$ cat src/rtl/fm_synth_pkg.sv
// Shared widths, FSM encoding and the quarter-wave sine table generator for fm_synth.
// The table is built from an integer Taylor series so it folds to constants at elaboration.
package fm_synth_pkg;

    localparam int PHASE_W  = 20;
    localparam int IDX_W    = 10;
    localparam int SAMPLE_W = 16;
    localparam int QTR_N    = 256;

    typedef enum logic [1:0] {
        ST_IDLE = 2'd0,
        ST_MOD  = 2'd1,
        ST_MODW = 2'd2,
        ST_CAR  = 2'd3
    } fm_state_t;

    // Q(j) = round(32767 * sin(pi*(2j+1)/1024)), computed in Q30 fixed point.
    function automatic logic [14:0] quarter_sine(input int j);
        longint pi_q30;
        longint one_q30;
        longint x;
        longint x2;
        longint term;
        longint sum;
        longint res;
        pi_q30  = 64'sd3373259426;
        one_q30 = 64'sd1073741824;
        x       = (pi_q30 * longint'(2 * j + 1)) / 1024;
        x2      = (x * x) / one_q30;
        term    = x;
        sum     = x;
        for (int k = 1; k <= 7; k++) begin
            term = -((term * x2) / one_q30) / longint'((2 * k) * (2 * k + 1));
            sum  = sum + term;
        end
        res = (sum * 32767 + (one_q30 / 2)) / one_q30;
        return 15'(res);
    endfunction

endpackage

$ cat src/rtl/fm_sine_lut.sv
// Full-wave sine lookup from a quarter-wave ROM with a registered read.
// Quadrant mirroring picks the ROM address up front; the sign is applied after the read register.
module fm_sine_lut
    import fm_synth_pkg::*;
(
    input  logic                       clk,
    input  logic [IDX_W-1:0]           idx,
    output logic signed [SAMPLE_W-1:0] sample
);

    logic [14:0] rom [QTR_N];
    logic [7:0]  rom_addr;
    logic [14:0] mag_reg;
    logic        neg_reg;

    generate
        for (genvar gi = 0; gi < QTR_N; gi++) begin : g_rom
            assign rom[gi] = quarter_sine(gi);
        end
    endgenerate

    // Odd quadrants run the table backwards: 255 - j is just the bitwise complement.
    assign rom_addr = idx[8] ? ~idx[7:0] : idx[7:0];

    always_ff @(posedge clk) begin
        mag_reg <= rom[rom_addr];
        neg_reg <= idx[9];
    end

    assign sample = neg_reg ? -$signed({1'b0, mag_reg}) : $signed({1'b0, mag_reg});

endmodule

$ cat src/rtl/fm_synth.sv
// Two-operator phase-modulation voice: one shared sine unit is time-multiplexed
// between modulator and carrier once per output sample.
module fm_synth
    import fm_synth_pkg::*;
#(
    parameter int               CLK_DIV   = 512,
    parameter logic [PHASE_W-1:0] MOD_INC = 20'h00800,
    parameter logic [PHASE_W-1:0] CAR_INC = 20'h00400,
    parameter int               MOD_SHIFT = 6,
    parameter int               ATTEN_L   = 0,
    parameter int               ATTEN_R   = 1
) (
    input  logic                       clk,
    input  logic                       reset,
    output logic signed [SAMPLE_W-1:0] audio_l,
    output logic signed [SAMPLE_W-1:0] audio_r
);

    localparam int CNT_W = (CLK_DIV > 1) ? $clog2(CLK_DIV) : 1;

    logic [CNT_W-1:0]           div_cnt_reg;
    logic                       tick;
    fm_state_t                  state_reg;
    fm_state_t                  state_next;
    logic [PHASE_W-1:0]         mod_phase_reg;
    logic [PHASE_W-1:0]         car_phase_reg;
    logic [IDX_W-1:0]           lut_idx;
    logic [IDX_W-1:0]           car_idx;
    logic signed [SAMPLE_W-1:0] lut_out;

    assign tick = (div_cnt_reg == CNT_W'(CLK_DIV - 1));

    // Negative modulator samples wrap the carrier index modulo 1024.
    assign car_idx = car_phase_reg[PHASE_W-1 -: IDX_W] + IDX_W'(lut_out >>> MOD_SHIFT);

    fm_sine_lut u_sine (
        .clk    (clk),
        .idx    (lut_idx),
        .sample (lut_out)
    );

    always_comb begin
        state_next = state_reg;
        lut_idx    = mod_phase_reg[PHASE_W-1 -: IDX_W];
        case (state_reg)
            ST_IDLE: if (tick) state_next = ST_MOD;
            ST_MOD:  state_next = ST_MODW;
            ST_MODW: begin
                lut_idx    = car_idx;
                state_next = ST_CAR;
            end
            ST_CAR:  state_next = ST_IDLE;
            default: state_next = ST_IDLE;
        endcase
    end

    always_ff @(posedge clk or posedge reset) begin
        if (reset) begin
            div_cnt_reg   <= '0;
            state_reg     <= ST_IDLE;
            mod_phase_reg <= '0;
            car_phase_reg <= '0;
            audio_l       <= '0;
            audio_r       <= '0;
        end else begin
            div_cnt_reg <= tick ? '0 : div_cnt_reg + CNT_W'(1);
            state_reg   <= state_next;
            if (state_reg == ST_CAR) begin
                audio_l       <= lut_out >>> ATTEN_L;
                audio_r       <= lut_out >>> ATTEN_R;
                mod_phase_reg <= mod_phase_reg + MOD_INC;
                car_phase_reg <= car_phase_reg + CAR_INC;
            end
        end
    end

endmodule

$ cat config.mk
export PLATFORM = sky130hd
export DESIGN_NAME = fm_synth
export DESIGN_NICKNAME = d
export VERILOG_FILES = /design/src/rtl/fm_synth_pkg.sv /design/src/rtl/fm_sine_lut.sv /design/src/rtl/fm_synth.sv
export SDC_FILE = /design/constraint.sdc
export NUM_CORES = 1
export LEC_CHECK = 0
export CORE_ASPECT_RATIO = 1.75
export CORE_UTILIZATION = 45
export CTS_CLUSTER_DIAMETER = 50
export DETAILED_ROUTE_END_ITERATION = 6
export HOLD_SLACK_MARGIN = 0.03
export PLACE_DENSITY = 0.66
export REMOVE_ABC_BUFFERS = 1
export SLEW_MARGIN = 20
export SYNTH_ARGS = -nofsm -noshare
export SYNTH_HDL_FRONTEND = slang
export SYNTH_SLANG_ARGS = --single-unit
$ cat constraint.sdc
create_clock -name clk -period 6.5 [get_ports clk]
set_input_delay 0.65 -clock clk [delete_from_list [all_inputs] [get_ports clk]]
set_output_delay 0.65 -clock clk [all_outputs]
set_load 0.05 [all_outputs]
# ---- Yosys cells after proc, flatten, opt, wreduce, memory -nomap -nowiden
# Memories as Yosys holds them, arrays and structs flattened. A register that Yosys moved wholly into a read port is not among the register bits.
# Cells that the tools add are included.
dict set report word_totals {
  mem_bits_ro 3840
  ff_bits 83
  input_bits 2
  n_memories 1
  out_inout_bits 32
  wordCells 27
}
dict set report classes {
  bitwise_logic 2
  muxes 6
  n_reduce_logical 1
  n_addsub 5
  n_eq_ne 5
}
# name depth width read_ports rd_clocked_by_memory_dff write_ports line
set memory_table {}
lappend memory_table {{(name not given)} 256 15 1 1 0 fm_sine_lut.sv:26} ;# mag_reg <= rom[rom_addr];
# cell count
set op_table {}
lappend op_table {{adder 20 x 11 -> 20 bit (second input constant)} 1}
lappend op_table {{adder 20 x 12 -> 20 bit (second input constant)} 1}
lappend op_table {{2-to-1 mux 16 bit} 1}
lappend op_table {{negator 15 -> 16 bit} 1}
lappend op_table {{adder 10 bit} 1}
lappend op_table {{2-to-1 mux 10 bit} 1}
lappend op_table {{adder 9 x 1 -> 9 bit (second input constant)} 1}
lappend op_table {{== test 9 bit (second input constant)} 1}
lappend op_table {{2-to-1 mux 9 bit} 1}
lappend op_table {{inverter 8 -> 9 bit} 1}
lappend op_table {{2-to-1 mux 8 bit} 1}
lappend op_table {{inverter 8 bit} 1}
lappend op_table {{case mux 2 bit (4 select lines)} 1}
lappend op_table {{== test 2 bit (second input constant)} 2}
lappend op_table {{== test 2 x 1 -> 1 bit (second input constant)} 1}
lappend op_table {{logical NOT 2 bit} 1}
lappend op_table {{2-to-1 mux 2 bit} 1}
lappend op_table {{inequality test 2 bit (second input constant)} 1}

# ---- Logic depth before layout (Yosys ltp)
# Gate-level depths: netlist of the first run.
dict set report logic_depth {
  depth_word 7
  depth_mapped 25
  ltp_nobuf 22
}

# ---- By module
# A second synthesis of the first run with hierarchy kept.
dict set report unflattened {
  hier_cells 1512
  area_unflattened_um2 10491.3
}
# module instances cells_each seq_area_each_um2 area_per_inst_um2
set by_module_without_submodules {}
lappend by_module_without_submodules {fm_sine_lut 1 1290 320.3 7991.4}
lappend by_module_without_submodules {fm_synth 1 222 1151.1 2499.9}

# ---- Least setup slack after synthesis of the first run
# Ideal clock, no wire load.
dict set report synth_path {
  path_kind {flip-flop to flip-flop}
  start {reg u_sine.mag_reg[0]}
  end {reg u_sine.mag_reg[9]}
  synth_period_minus_slack_ns 5.285
  setup_ns 0.132
  arrival_ns 5.153
  required_time_ns 6.368
  n_path_buf 2
  path_stages_with_launch 21
  setup_slack_ns 1.215
  path_cell_list {dfxtp_1 -> or4_1 -> or3b_2 -> o31ai_1 -> xnor2_1 -> ha_1 -> o211ai_1 -> o211a_1 -> a211oi_4 -> buf_6 -> nor2_1 -> a211oi_4 -> inv_1 -> ha_1 -> clkbuf_1 -> o21ai_0 -> nor3b_1 -> nor3_1 -> or3_1 -> o311ai_0 -> a2bb2oi_1}
}
dict set report synth_via {
  elab_chain_len 7
}
# element line
set synth_lines {}
lappend synth_lines {{start, declared} fm_sine_lut.sv:13} ;# logic [14:0] mag_reg;
lappend synth_lines {{negator 15 -> 16 bit *} fm_sine_lut.sv:30} ;# assign sample = neg_reg ? -$signed({1'b0, mag_reg}) : $signed({1'b0, mag_reg});
lappend synth_lines {{2-to-1 mux 16 bit *} fm_sine_lut.sv:30}
lappend synth_lines {{net lut_out[11]} fm_synth.sv:29} ;# logic signed [SAMPLE_W-1:0] lut_out;
lappend synth_lines {{adder 10 bit *} fm_synth.sv:34} ;# assign car_idx = car_phase_reg[PHASE_W-1 -: IDX_W] + IDX_W'(lut_out >>> MOD_SHIFT);
lappend synth_lines {{2-to-1 mux 10 bit *} fm_synth.sv:45} ;# case (state_reg)
lappend synth_lines {{inverter 8 bit} fm_sine_lut.sv:23} ;# assign rom_addr = idx[8] ? ~idx[7:0] : idx[7:0];
lappend synth_lines {{2-to-1 mux 8 bit *} fm_sine_lut.sv:23}
lappend synth_lines {{inverter 8 -> 9 bit (not written as such) *} fm_sine_lut.sv:26}
# Mark *: on every way through the listed nets, which the timed path passes. The rest lies on a longest branch.
# A chain may end at the register's enable or synchronous reset.

# ---- Worst setup path after layout of the first run
dict set report layout_path {
  start {reg u_sine.mag_reg[2]}
  end {reg u_sine.mag_reg[1]}
}
# The elaborated chain is that of the path after synthesis.

==> impl_metrics.json, run 1 <==
{
  "ctsHoldBuffers": 0,
  "p_per_area_nw_per_um2": 105.1,
  "largest_reg_flops": 16,
  "netSwitchingFraction_pct": 22.49,
  "worst_slew_pin_slew_ns": 1.227,
  "synthFlopType": "dfrtp_1",
  "placed_area_sq_um": 9026,
  "period_minus_slack_ns": 6.320,
  "overflow": 0,
  "synth_area_sq_um": 8329,
  "hold_viol": 0,
  "pwr-share-comb_pct": 0.6,
  "dp_cells": 1383,
  "final_common_cell": "a21oi_1",
  "clk_pin_slew_ns": 0.06,
  "fmax_mhz": 158.2,
  "layout_common_cells": "a21oi_1, nand2_1, nor2_1, buf_4, o21ai_0",
  "grtUsageTotal_pct": 52.94,
  "cts_resized": 0,
  "period_share_pct": 97.24,
  "start_kind": "register",
  "crit_chain": "or4_1 -> or3b_2 -> o31ai_1 -> xnor2_1 -> ha_1 -> o211ai_1 -> o211a_1 -> a211oi_4 -> buf_4 -> mux2i_1 -> buf_4 -> nand2_4 -> buf_4 -> a21oi_1 -> a2111oi_0 -> o21ai_0 -> o21ai_1 -> nor4_2",
  "synth_cell_types": 87,
  "cp_top_family": "compound AO/OA/AOI/OAI gates",
  "numCtsBuffers": 9,
  "setup_viol": 0,
  "nFillCells": 1778,
  "nets": 1197,
  "tns_ns": 0,
  "ctsRootBufferMaster": "clkbuf_16",
  "synth_cells": 1147,
  "grt_pass1_vias": 10580,
  "cpPeakStageDelay_ns": 0.57,
  "cts_buffer_depth": 2,
  "finClkSkew_ns": 0.01520,
  "outcome": "finished with violations",
  "post_cts_buffers": 0,
  "grt_pass1_wl_mm": 73.25,
  "viasPerCell": 7.795,
  "io-pin-count": 34,
  "crit_type": "register to register",
  "ir_drop_mv": 0.1264,
  "htreeDepth": 3,
  "final_area_sq_um": 9415,
  "port_buffers": 33,
  "rsz0062_at_grt": "no",
  "ys_async_sr_fraction_pct": 74.19,
  "critPathLaunch": "u_sine.mag_reg[2]$_DFF_P_",
  "cts_sinks": 62,
  "crit_arrival_ns": 6.56,
  "hold_path.class": "register to register",
  "drv_cap": 0,
  "power_frac_clock_pct": 60.6,
  "slowest_stage": "or4_1",
  "die_h_um": 182.0,
  "crit_path_frequent_cell": "buf_4",
  "ys_ff_latch": 62,
  "vias": 10910,
  "globalplace.congestion": 1.096,
  "antenna_left": 0,
  "cts_tree": "yes",
  "routed_wl_mm": 50.09,
  "synthToLayoutAreaGrowth_pct": 13.04,
  "stdcell_count": 1399,
  "power.share.sequential_pct": 38.8,
  "holdWs_ns": 0.4679,
  "fp.coreArea_sq_um": 18050,
  "syn_area_per_cell_sq_um": 7.262,
  "slew_viol_final": 0,
  "grt_max_degree": 51,
  "diodes": 0,
  "crit_fanout": 36,
  "clk_latency_ns": 0.35,
  "p_sw_uw": 222.5,
  "crit_path_end_kind": "register",
  "route.detailed.drc": 17,
  "p_leak_uw": 0.003597,
  "drtIter0Drc": 2044,
  "ys_warn_count": 0,
  "die_area_sq_um": 19080,
  "ys_seq_area_share_pct": 17.67,
  "firstDrtPassIters": 7,
  "antenna_found_initial": 0,
  "post_drt_wl_per_cell_um": 35.80,
  "dp_hpwl_mm": 35.93,
  "start_util_pct": 46.13,
  "r2r-start": "u_sine.mag_reg[2]$_DFF_P_",
  "critPathBufInv": 3,
  "synth_edf_count": 0,
  "intPower_uw": 766.8,
  "final_layout_size_suffix_gt1_share_pct": 14.08,
  "dieWidth_um": 104.8,
  "cp.required_ns": 6.74,
  "hold_start": "div_cnt_reg[0]$_DFF_PP0_",
  "p_total_uw": 989.3,
  "slew_headroom_pct": 17.61,
  "std_cell_rows": 65,
  "violations": "design-rule violations"
}
-- final timing paths --
| check | endpoint | cells after the start | slack (ns) |
|---|---|---|---|
| setup / recovery | u_sine.mag_reg[1]$_DFF_P_ | 18 | 0.18 |
| hold / removal | div_cnt_reg[0]$_DFF_PP0_ | 1 | 0.47 |
| setup reg to reg | u_sine.mag_reg[1]$_DFF_P_ | 18 | 0.18 |
| hold reg to reg | div_cnt_reg[0]$_DFF_PP0_ | 1 | 0.47 |
| max in group asynchronous | audio_l[1]$_DFFE_PP0N_ | 2 | 5.08 |
| min in group asynchronous | mod_phase_reg[18]$_DFFE_PP0N_ | 2 | 0.84 |
-- layout make-up --
cell class | count | area [sq um] | area share, %
multi-input cells | 948 | 6210 | 65.95
repair buffers | 119 | 1013 | 10.76
clock inverters | 7 | 127.6 | 1.355
well taps | 234 | 292.8 | 3.110
clock buffers | 9 | 225.2 | 2.392
inverters | 20 | 75.07 | 0.7973
flip-flops and latches | 62 | 1471 | 15.63
-- cells by family (layout without fill, tap and decap cells) --
family          Yosys count  count (layout)  share of synthesized area (%)
compound gates          452             452                          37.72
xor+xnor                 51              51                          5.363
fa+ha+maj                35              35                          5.348
buf+inv                 137             155                          8.608
flops                    62              62                          17.67
mux                      24              24                          3.185
simple gates            386             386                          22.11
-- power groups by stage --
stage | registers, uW | clock network (uW) | logic (uW)
6_report | 384 | 599 | 5.94
5_1_grt | 384 | 615 | 6.95
3_5_place_dp | 392 | 0 | 6.46
4_1_cts | 384 | 602 | 6.39
3_3_place_gp | 392 | 0 | 6.15
2_1_floorplan | 392 | 0 | 4.20
-- routing by layer --
layer  routed length, um  up-vias  global-route usage [%]  part of all wire [%]
met2               21630     1091                   79.87                    43
met4                6938        2                   57.41                    14
met3                6520      463                   23.91                    13
met1               14950     4952                   50.84                    30
met5                  41        -                   2.381                 0.082
li1                    -     4397                       -                     -
-- synthesized netlist by cell type (8+ instances only) --
cell type	number	share of area [%]
a21oi_1	106	6.4
nand2_1	102	4.6
nor2_1	100	4.5
o21ai_0	79	4.7
nand3_1	55	3.3
clkbuf_1	47	2.1
dfrtp_1	46	14
nor3_1	43	2.6
xnor2_1	37	3.9
ha_1	34	5.1
buf_4	30	2.7
a211oi_1	25	2.3
buf_2	24	1.4
a31oi_1	23	1.7
o211ai_1	23	2.1
inv_1	18	0.81
a311oi_1	16	1.7
dfxtp_1	16	3.8
mux2_2	16	2.2
a221oi_1	15	1.6
xor2_1	14	1.5
o22ai_1	13	0.98
nand4_1	12	0.90
o221ai_1	12	1.3
or3_1	12	0.90
nand2b_1	11	0.83
o311ai_0	11	1.2
a211o_1	10	1.1
o31ai_1	10	0.90
nor2b_1	9	0.68
a21o_1	8	0.72
buf_1	8	0.36
buf_6	8	1.1
o32ai_1	8	0.84
-- per-stage QoR --
step | utilization, % | worst slack [ns]
after floorplan | - | -0.2208
after global placement | 49.92 | 0.4648
after detailed placement | 49.99 | 0.3547
after CTS | 51.95 | 0.3235
after global routing | 52.15 | 0.005230
final | 52.15 | 0.1797
Power figures use the tool's default switching activity.
==> inputs of run 2 (changes only) <==
--- a/config.mk
+++ b/config.mk
@@ -5,6 +5,7 @@
 export SDC_FILE = /design/constraint.sdc
 export NUM_CORES = 1
 export LEC_CHECK = 0
+export ABC_CLOCK_PERIOD_IN_PS = 6500
 export CORE_ASPECT_RATIO = 1.75
 export CORE_UTILIZATION = 45
 export CTS_CLUSTER_DIAMETER = 50
==> results of run 2 <==
The final DEF is identical to that of run 1; final timing and power are the same.
